## src/rtl/pw_pattern_match_if.sv

```systemverilog
// ============================================================================
// Module   : pw_pattern_match_if
// Purpose  : Byte-stream, pattern-config and status bundle for pw_pattern_match.
// Revision : 1.0
// ============================================================================
`default_nettype none

interface pw_pattern_match_if #(
  parameter int pBYTES = 8
);
  logic [7:0]          I_data;
  logic                I_data_valid;
  logic                I_arm;
  logic                I_disarm;
  logic [pBYTES*8-1:0] I_pattern;
  logic [pBYTES*8-1:0] I_mask;
  logic [3:0]          I_bytes;
  logic                O_match;
  logic                O_armed;
  logic [1:0]          O_state;

  modport master (
    output I_data, I_data_valid, I_arm, I_disarm, I_pattern, I_mask, I_bytes,
    input  O_match, O_armed, O_state
  );

  modport slave (
    input  I_data, I_data_valid, I_arm, I_disarm, I_pattern, I_mask, I_bytes,
    output O_match, O_armed, O_state
  );
endinterface

`default_nettype wire

```

## src/rtl/pw_pattern_match.sv

```systemverilog
// ============================================================================
// Module   : pw_pattern_match
// Purpose  : Masked byte-pattern matcher with arm/disarm FSM; optional
//            auto-rearm after each match under PW_PATTERN_REARM_EN.
// Revision : 1.0
// ============================================================================
`default_nettype none

module pw_pattern_match #(
  parameter int pBYTES = 8
) (
  input  wire logic            trigger_clk,
  input  wire logic            reset_i,
  pw_pattern_match_if.slave    bus
);

  typedef enum logic [1:0] {
    S_IDLE  = 2'b00,
    S_ARMED = 2'b01,
    S_FIRED = 2'b10
  } state_t;

  localparam logic [3:0] FILL_MAX = 4'(pBYTES);

  state_t              state_q, state_d;
  logic [pBYTES*8-1:0] history_q, history_d;
  logic [3:0]          fill_q, fill_d;
  logic                match_q, match_d;

  logic [3:0]          eff_len;
  logic                mismatch;
  logic                hit;

  always_comb begin
    if (bus.I_bytes == 4'd0) begin
      eff_len = 4'd1;
    end else if (bus.I_bytes > FILL_MAX) begin
      eff_len = FILL_MAX;
    end else begin
      eff_len = bus.I_bytes;
    end
  end

  // Only the L most recent bytes take part; older bytes are ignored even if masked.
  always_comb begin
    mismatch = 1'b0;
    for (int i = 0; i < pBYTES; i++) begin
      if ((4'(i) < eff_len) &&
          (|((history_q[i*8 +: 8] ^ bus.I_pattern[i*8 +: 8]) & bus.I_mask[i*8 +: 8]))) begin
        mismatch = 1'b1;
      end
    end
  end

  assign hit = (fill_q >= eff_len) && !mismatch;

  always_comb begin
    history_d = history_q;
    if (bus.I_data_valid) begin
      for (int k = pBYTES - 1; k > 0; k--) begin
        history_d[k*8 +: 8] = history_q[(k-1)*8 +: 8];
      end
      history_d[7:0] = bus.I_data;
    end
  end

  always_comb begin
    state_d = state_q;
    match_d = 1'b0;
    fill_d  = fill_q;
    if (bus.I_data_valid && (fill_q < FILL_MAX)) begin
      fill_d = fill_q + 4'd1;
    end

    if (bus.I_disarm) begin
      state_d = S_IDLE;
    end else if (bus.I_arm) begin
      // Arming restarts the window so stale pre-arm history cannot match.
      state_d = S_ARMED;
      fill_d  = bus.I_data_valid ? 4'd1 : 4'd0;
    end else begin
      case (state_q)
        S_IDLE: begin
          state_d = S_IDLE;
        end
        S_ARMED: begin
          if (hit) begin
            match_d = 1'b1;
`ifdef PW_PATTERN_REARM_EN
            state_d = S_ARMED;
            fill_d  = bus.I_data_valid ? 4'd1 : 4'd0;
`else
            state_d = S_FIRED;
`endif
          end
        end
        S_FIRED: begin
          state_d = S_FIRED;
        end
        default: begin
          state_d = S_IDLE;
        end
      endcase
    end
  end

  always_ff @(posedge trigger_clk) begin
    if (reset_i) begin
      state_q   <= S_IDLE;
      history_q <= '0;
      fill_q    <= 4'd0;
      match_q   <= 1'b0;
    end else begin
      state_q   <= state_d;
      history_q <= history_d;
      fill_q    <= fill_d;
      match_q   <= match_d;
    end
  end

  assign bus.O_match = match_q;
  assign bus.O_armed = (state_q == S_ARMED);
  assign bus.O_state = state_q;

endmodule

`default_nettype wire

```

## src/flat_wrapper.sv

```systemverilog
// flat-port wrapper written by rule: the top's interface ports become plain ports
module pw_pattern_match_flat 
#(
  parameter int pBYTES = 8
)
  (trigger_clk, reset_i, bus_I_data, bus_I_data_valid, bus_I_arm, bus_I_disarm, bus_I_pattern, bus_I_mask, bus_I_bytes, bus_O_match, bus_O_armed, bus_O_state);
  pw_pattern_match_if #(.pBYTES(pBYTES)) bus_i ();
  input  wire logic trigger_clk;
  input  wire logic reset_i;
  input wire logic [$bits(bus_i.I_data)-1:0] bus_I_data;
  input wire logic [$bits(bus_i.I_data_valid)-1:0] bus_I_data_valid;
  input wire logic [$bits(bus_i.I_arm)-1:0] bus_I_arm;
  input wire logic [$bits(bus_i.I_disarm)-1:0] bus_I_disarm;
  input wire logic [$bits(bus_i.I_pattern)-1:0] bus_I_pattern;
  input wire logic [$bits(bus_i.I_mask)-1:0] bus_I_mask;
  input wire logic [$bits(bus_i.I_bytes)-1:0] bus_I_bytes;
  output wire logic [$bits(bus_i.O_match)-1:0] bus_O_match;
  output wire logic [$bits(bus_i.O_armed)-1:0] bus_O_armed;
  output wire logic [$bits(bus_i.O_state)-1:0] bus_O_state;
  assign bus_i.I_data = bus_I_data;
  assign bus_i.I_data_valid = bus_I_data_valid;
  assign bus_i.I_arm = bus_I_arm;
  assign bus_i.I_disarm = bus_I_disarm;
  assign bus_i.I_pattern = bus_I_pattern;
  assign bus_i.I_mask = bus_I_mask;
  assign bus_i.I_bytes = bus_I_bytes;
  assign bus_O_match = bus_i.O_match;
  assign bus_O_armed = bus_i.O_armed;
  assign bus_O_state = bus_i.O_state;
  pw_pattern_match #(.pBYTES(pBYTES)) u_core (.trigger_clk(trigger_clk), .reset_i(reset_i), .bus(bus_i));
endmodule
```

## config.mk

```make
export PLATFORM = sky130hd
export DESIGN_NAME = pw_pattern_match_flat
export DESIGN_NICKNAME = d
export VERILOG_FILES = /design/src/rtl/pw_pattern_match_if.sv /design/src/rtl/pw_pattern_match.sv /design/src/flat_wrapper.sv
export SDC_FILE = /design/constraint.sdc
export NUM_CORES = 1
export LEC_CHECK = 0
export CAP_MARGIN = 0
export CELL_PAD_IN_SITES_DETAIL_PLACEMENT = 1
export CELL_PAD_IN_SITES_GLOBAL_PLACEMENT = 2
export CORE_ASPECT_RATIO = 0.6
export CORE_UTILIZATION = 25
export CTS_CLUSTER_DIAMETER = 60
export DETAILED_ROUTE_END_ITERATION = 8
export GPL_TIMING_DRIVEN = 0
export PLACE_DENSITY = 0.86
export RECOVER_POWER = 50
export SETUP_SLACK_MARGIN = 0.02
export SYNTH_ARGS = -nofsm -noshare
export SYNTH_HDL_FRONTEND = slang
export SYNTH_SLANG_ARGS = --single-unit
```

## constraint.sdc

```tcl
create_clock -name trigger_clk -period 2.38 [get_ports trigger_clk]
set_input_delay 0.476 -clock trigger_clk [delete_from_list [all_inputs] [get_ports trigger_clk]]
set_output_delay 0.476 -clock trigger_clk [all_outputs]
set_load 0.005 [all_outputs]
```

==> summary.txt, run 1 <==
Outcome
  – Status: completed

CTS
  – Worst skew pair latency: 340 ps
  – Num CTS Buffers: 9
  – Clk buf depth: 2
  – CTS Hold Bufs: 0
  – Sink Count: 71
  – Clk slew on worst S/H paths: 60 ps
  – Root buffer cell: clkbuf_16
  – Setup bufs post-CTS: 0
  – CTS tree: done
  – H-tree levels: 3

Detailed routing
  – ANT nets after route: 0
  – Vias/cell: 4.487
  – Iter 0 DRT Violations: 64
  – Vias: 3244
  – DR DRC count: 0
  – Final WL: 12170 um
  – DR WL/cell: 16.84 um
  – DRT Pass-1 Iters: 4

Finish
  – Share of cells above drive strength 1: 5.273%
  – ANT cells: 0
  – Fin cells: 723
  – Final net count: 677
  – Synth-to-layout area growth: 57.50%

Placed design
  – GPL Wtd Cong: 0.8044
  – HPWL Detailed: 10170 um
  – # port buffers: 146
  – Inst Count DP: 707

Job
  – MaxCap Viol Count: 0

Synthesis
  – Top cell type's share of synthesized area: 39.73%
  – Async S/R FF share, synth: 0%
  – Average cell area after synthesis: 9.694 um2
  – Top FF cell, synth: dfxtp_1
  – Cell variety after synth: 34
  – Leading post-synthesis cells by cell area: dfxtp_1 (40%), mux2i_1 (18%), xor2_1 (16%)
  – Yosys top cell by area: dfxtp_1
  – Synthesized cell area: 3577 um2
  – Post-synth EDFFs: 0
  – Post-synth net total: 520
  – Post-synthesis register bit count: 71
  – Ys Warns: 0
  – Seq/Total Area, Yosys: 39.73%
  – Syn Inst Count: 369
  – Synth top cells by count: dfxtp_1 (71), nor2_1 (71), mux2i_1 (66)

Worst setup path
  – FF-to-FF path depth: 7
  – Critical R2R Launch: u_core.history_q[29]
  – CP max stage cell: clkdlybuf4s50_1
  – R2R Setup Slk: 320 ps
  – Required time worst endpoint: 2640 ps
  – Setup crit end kind: flop
  – Crit-path cells: clkdlybuf4s50_1 > xor2_1 > a22oi_1 > nand4_1 > nor3_2 > a21oi_1 > o31ai_4 > mux2i_1
  – Crit-path max cell delay: 420 ps
  – Worst EP arrival: 2520 ps
  – Critical path fanouts, max: 2
  – CP Class: in2reg
  – Startpoint Class: input port
  – Worst r2r dst: u_core.bus.O_state[1]

GRT
  – Pin count of the biggest net entering global routing: 15
  – GR Overflow Total: 0
  – Number of global-route vias before repair: 3493
  – First-pass GRT wire length: 18570 um
  – GRT Overall Usage: 16.99%
  – Initial antenna violation count: 0

STA
  – Final setup skew: 8.801 ps
  – Hold Fails Final Rpt: 0
  – RSZ-0062 raised after global routing: no
  – Highest Clock Rate: 0.4431 GHz
  – Fin. max-slew vios: 0
  – Final setup viols: 0
  – Worst slew pin tran: 759.4 ps
  – Post-route setup TNS: 0 ps
  – Slew headroom: 49.37%
  – Min Tclk post-route: 2257 ps
  – Final Cycle Share: 94.83%

Power
  – Total Power: 3.207 mW
  – Combinational group share of total power: 15.7%
  – Pwr per Cell Area: 569.1 nW/um2
  – Max IR drop VDD: 0.3605 mV
  – NetSw: 754.7 uW
  – Flop pwr share: 38.5%
  – Switching Fraction: 23.54%
  – Leak Pwr: 2.449 nW
  – Clock power share: 45.8%
  – Int Pwr: 2.452 mW

Floorplanning
  – Die span in y: 94.66 um
  – Core area: 13790 um2
  – Total die area: 14810 um2
  – Row count: 33
  – Starting density of the core: 25.94%
  – Die width: 156.4 um
  – I/O pins: 149

Hold path
  – Hold Path Depth: 2
  – Hold Path End: u_core.bus.O_state[1]
  – HP Start: u_core.bus.O_state[1]
  – Worst Hold Class: reg2reg
[how the worst max path moves through the flow]
| stage | start | end | slack, ps | depth (start not counted) |
|---|---|---|---|---|
| CTS | bus_I_bytes[0] | u_core.bus.O_state[1] | 60 | 11 |
| finish | bus_I_pattern[29] | u_core.bus.O_state[1] | 120 | 8 |
| floorplan | bus_I_bytes[1] | u_core.bus.O_state[1] | 410 | 11 |
| global placement | bus_I_pattern[29] | u_core.bus.O_state[1] | -340 | 8 |
| global route | bus_I_pattern[14] | u_core.bus.O_state[1] | 9 | 8 |
| detailed placement | bus_I_bytes[1] | u_core.bus.O_state[1] | -350 | 12 |
[what timing repair did]
item | 4_1_cts | 5_1_grt
gates cloned | 0 | 0
gates resized for setup | 2 | 7
pin swaps | 1 | 3
setup endpoints to repair | 2 | 2
[worst max-delay path, delay by kind of cell]
kind / cells / cell delay, ps
and+or+nand+nor: 2 / 490
muxes: 1 / 200
buffers and inverters: 1 / 420
xor gates and xnor gates: 1 / 160
AOI/OAI and AO/OA: 3 / 770
[through the flow]
stage                     setup slack, ps  hold slack [ps]  util, %  instance area [um2]
after floorplan                     412.9            464.0        -                 3577
after global placement             -336.3            457.8    38.28                 5279
after detailed placement           -351.5            463.2    38.28                 5279
after CTS                           59.33            479.5    40.67                 5609
after global routing                8.872            510.0    40.85                 5634
final                               123.1            476.9    40.85                 5634
[kinds of logic after synthesis]
family | Yosys count | synth area share, %
simple gates | 96 | 11.47
fa+ha+maj | 6 | 2.099
buf+inv | 19 | 2.099
compound gates | 46 | 10.21
flops | 71 | 39.73
mux | 66 | 18.47
xor+xnor | 65 | 15.91
[power by group through the flow]
stage	Combinational, mW	Sequential, mW	Clock [mW]
after global routing	0.546	1.24	1.56
final	0.504	1.23	1.47
after global placement	0.490	1.26	0
after floorplan	0.194	1.25	0
after CTS	0.508	1.23	1.50
after detailed placement	0.505	1.26	0
[layout by cell type, fill, tap and decap left out, types with 6 or more instances in the layout]
master / netlist / routed
ha_1: 6 / 6
clkbuf_16: 0 / 9
dfxtp_1: 71 / 71
clkdlybuf4s50_1: 0 / 142
nor2_1: 71 / 71
xor2_1: 65 / 65
nand2_1: 6 / 6
a22oi_1: 26 / 25
mux2i_1: 66 / 66
clkbuf_1: 10 / 13
[per-layer routing]
| layer | up-vias | global-route usage (%) | routed length (um) |
|---|---|---|---|
| met5 | - | 0 | 0 |
| met2 | 86 | 26.38 | 5317 |
| met3 | 6 | 5.094 | 632 |
| met4 | 0 | 2.696 | 46 |
| li1 | 1612 | - | - |
| met1 | 1540 | 23.45 | 6175 |
[registers in the layout, summed over array words and instances, names as in the netlist]
register and flops:
u_core.bus.O_state 2, u_core.fill_q 4, u_core.history_q 64, u_core.bus.O_match 1
[layout make-up]
class / count / area (um2)
multi-input combinational: 279 / 2103
buffer: 16 / 63.81
sequential: 71 / 1421
fill: 1575 / 8157
timing repair buffer: 146 / 1468
clock buffer: 9 / 225.2
clock inverter: 7 / 101.3
tap: 192 / 240.2
inverter: 3 / 11.26
Power figures use the tool's default switching activity.
==> run 2, diff against run 1 <==
--- a/config.mk
+++ b/config.mk
@@ -6,7 +6,7 @@
 export NUM_CORES = 1
 export LEC_CHECK = 0
 export CAP_MARGIN = 0
-export CELL_PAD_IN_SITES_DETAIL_PLACEMENT = 1
+export CELL_PAD_IN_SITES_DETAIL_PLACEMENT = 0
 export CELL_PAD_IN_SITES_GLOBAL_PLACEMENT = 2
 export CORE_ASPECT_RATIO = 0.6
 export CORE_UTILIZATION = 25
==> run 2 against run 1 <==
  * Design area decreased by 0.78%
  * First-iteration DRC count grew 64%
  * Clock power decreased by 16%
  * Sequential cell count is the same
  * Utilization down 0.32 points
  * Critical path type unchanged
  * Largest cell class unchanged
==> summary.txt, run 2 (same netlist as run 1, synthesis figures left out) <==
STA
  – Highest Clock Rate: 0.4451 GHz (was 0.4431 GHz)
  – Worst slew pin tran: 733.5 ps (was 759.4 ps)
  – Slew headroom: 51.10% (was 49.37%)
  – Hold Fails Final Rpt: 0 (unchanged)
  – Post-route setup TNS: 0 ps (unchanged)
  – Min Tclk post-route: 2247 ps (was 2257 ps)
  – RSZ-0062 raised after global routing: no (unchanged)
  – Fin. max-slew vios: 0 (unchanged)
  – Final setup skew: 6.786 ps (was 8.801 ps)
  – Final Cycle Share: 94.40% (was 94.83%)
  – Final setup viols: 0 (unchanged)

Power
  – Clock power share: 41.4% (was 45.8%)
  – Max IR drop VDD: 0.2974 mV (was 0.3605 mV)
  – Leak Pwr: 2.443 nW (was 2.449 nW)
  – NetSw: 705.0 uW (was 754.7 uW)
  – Combinational group share of total power: 16.9% (was 15.7%)
  – Flop pwr share: 41.7% (was 38.5%)
  – Total Power: 2.957 mW (was 3.207 mW)
  – Pwr per Cell Area: 529.0 nW/um2 (was 569.1 nW/um2)
  – Switching Fraction: 23.84% (was 23.54%)
  – Int Pwr: 2.252 mW (was 2.452 mW)

Worst setup path
  – CP Class: in2reg (unchanged)
  – Startpoint Class: input port (unchanged)
  – CP max stage cell: clkdlybuf4s50_1 (unchanged)
  – Setup crit end kind: flop (unchanged)
  – Crit-path cells: clkdlybuf4s50_1 > xor2_1 > a22oi_1 > nand4_1 > a211oi_2 > nor3_1 > o31ai_2 > mux2i_1 (was clkdlybuf4s50_1 > xor2_1 > a22oi_1 > nand4_1 > nor3_2 > a21oi_1 > o31ai_4 > mux2i_1)
  – Required time worst endpoint: 2640 ps (about the same)
  – Worst EP arrival: 2510 ps (was 2520 ps)
  – Crit-path max cell delay: 410 ps (was 420 ps)
  – Critical path fanouts, max: 2 (unchanged)

CTS
  – CTS Hold Bufs: 0 (unchanged)
  – CTS tree: done (unchanged)
  – Clk slew on worst S/H paths: 50 ps (was 60 ps)
  – Root buffer cell: clkbuf_16 (unchanged)
  – Clk buf depth: 2 (unchanged)
  – Num CTS Buffers: 9 (unchanged)
  – Worst skew pair latency: 330 ps (was 340 ps)
  – Sink Count: 71 (unchanged)
  – H-tree levels: 3 (unchanged)

Floorplanning
  – Die width: 156.4 um (unchanged)
  – Total die area: 14810 um2 (unchanged)
  – Core area: 13790 um2 (unchanged)
  – Die span in y: 94.66 um (unchanged)
  – Row count: 33 (unchanged)
  – Starting density of the core: 25.94% (unchanged)
  – I/O pins: 149 (unchanged)

Detailed routing
  – Iter 0 DRT Violations: 105 (was 64)
  – Vias: 3183 (was 3244)
  – DR WL/cell: 15.51 um (was 16.84 um)
  – Vias/cell: 4.402 (was 4.487)
  – DR DRC count: 0 (unchanged)
  – DRT Pass-1 Iters: 4 (unchanged)
  – ANT nets after route: 0 (unchanged)
  – Final WL: 11210 um (was 12170 um)

GRT
  – Number of global-route vias before repair: 3217 (was 3493)
  – GR Overflow Total: 0 (unchanged)
  – Pin count of the biggest net entering global routing: 13 (was 15)
  – First-pass GRT wire length: 17570 um (was 18570 um)
  – GRT Overall Usage: 16.20% (was 16.99%)
  – Initial antenna violation count: 0 (unchanged)

Placed design
  – GPL Wtd Cong: 0.8044 (unchanged)
  – HPWL Detailed: 9294 um (was 10170 um)
  – # port buffers: 146 (unchanged)

Finish
  – Most frequent cells in the layout: clkdlybuf4s50_1 (142), nor2_1 (71), dfxtp_1 (71) (unchanged)
  – Footprint of the multi-input gates: 2101 um2 (was 2103 um2)
  – Fill cell count: 1410 (was 1575)
  – FF/Latch Area: 1421 um2 (unchanged)
  – Most common cell after layout, fill and taps aside: clkdlybuf4s50_1 (unchanged)
  – Final net count: 678 (was 677)
  – ANT cells: 0 (unchanged)
  – Final core occ: 40.54% (was 40.85%)
  – Largest Register: u_core.history_q (unchanged)
  – Share of cells above drive strength 1: 5.461% (was 5.273%)
  – Synth-to-layout area growth: 56.28% (was 57.50%)
  – Max reg flops: 64 (unchanged)

Outcome
  – Status: completed (unchanged)

Job
  – MaxCap Viol Count: 0 (unchanged)

Hold path
  – Worst Hold Class: reg2reg (unchanged)
-- run 2: cell types whose count changed in the layout (fill, tap and decap cells not counted), moves of 2 or more --
cell and delta:
inv_6 -3, bufinv_16 -2, clkinv_2 +2, clkinv_4 +2
-- run 2: final timing paths --
path	start	endpoint	slack [ps]	cells after the start
min	u_core.bus.O_state[1]	u_core.bus.O_state[1]	480	2
max	bus_I_pattern[39]	u_core.bus.O_state[1]	130	8
max reg2reg	u_core.history_q[39]	u_core.bus.O_state[1]	290	7
min reg2reg	u_core.bus.O_state[1]	u_core.bus.O_state[1]	480	2
-- run 2: cell type report --
| class | count | share of cell area [%] |
|---|---|---|
| timing repair buffer | 147 | 26.45 |
| sequential | 71 | 25.43 |
| inverter | 3 | 0.2014 |
| tap | 192 | 4.297 |
| multi-input combinational | 279 | 37.58 |
| buffer | 16 | 1.141 |
| clock buffer | 10 | 4.275 |
| clock inverter | 5 | 0.6267 |
-- run 2: stage by stage --
stage / instances / setup WS [ps] / cell area [um2] / hold slack [ps]
floorplan: 369 / 412.9 / 3577 / 464.0
CTS: 722 / 22.92 / 5558 / 481.2
global route: 723 / 24.40 / 5590 / 506.2
detailed placement: 707 / -368.6 / 5279 / 479.3
finish: 723 / 133.3 / 5590 / 479.0
global placement: 707 / -336.3 / 5279 / 457.8
-- run 2: power by group through the flow --
stage	clock network [mW]	logic [mW]	registers (mW)
final	1.23	0.498	1.23
after global routing	1.31	0.545	1.24
after CTS	1.26	0.502	1.23
after detailed placement	0	0.499	1.26
after global placement	0	0.490	1.26
after floorplan	0	0.194	1.25
-- run 2: timing repair --
action                                 in CTS  in global routing
pin swaps                                   0                  3
resized for setup                           1                  8
buffers inserted                            0                  1
setup endpoints to repair                   2                  3
endpoints found under the hold margin       0                  0
-- run 2: critical path, delay by kind of cell --
family / cells / cell delay (ps)
xor+xnor: 1 / 150
simple gates: 2 / 380
compound gates: 3 / 880
mux: 1 / 200
buf+inv: 1 / 410
-- run 2: routing by layer --
layer | vias to the layer above | part of all wire [%] | global-route usage (%)
li1 | 1606 | - | -
met1 | 1480 | 52 | 23.03
met2 | 90 | 41 | 23.55
met3 | 7 | 6.8 | 5.645
met4 | 0 | 0.45 | 2.696
met5 | - | 0 | 0
==> run 3, diff against run 2 <==
--- a/config.mk
+++ b/config.mk
@@ -13,9 +13,11 @@
 export CTS_CLUSTER_DIAMETER = 60
 export DETAILED_ROUTE_END_ITERATION = 8
 export GPL_TIMING_DRIVEN = 0
+export HOLD_SLACK_MARGIN = 0.02
 export PLACE_DENSITY = 0.86
 export RECOVER_POWER = 50
 export SETUP_SLACK_MARGIN = 0.02
+export SLEW_MARGIN = 20
 export SYNTH_ARGS = -nofsm -noshare
 export SYNTH_HDL_FRONTEND = slang
 export SYNTH_SLANG_ARGS = --single-unit
==> results of run 3 <==
No change in the layout: final DEF, timing and power equal those of run 2.
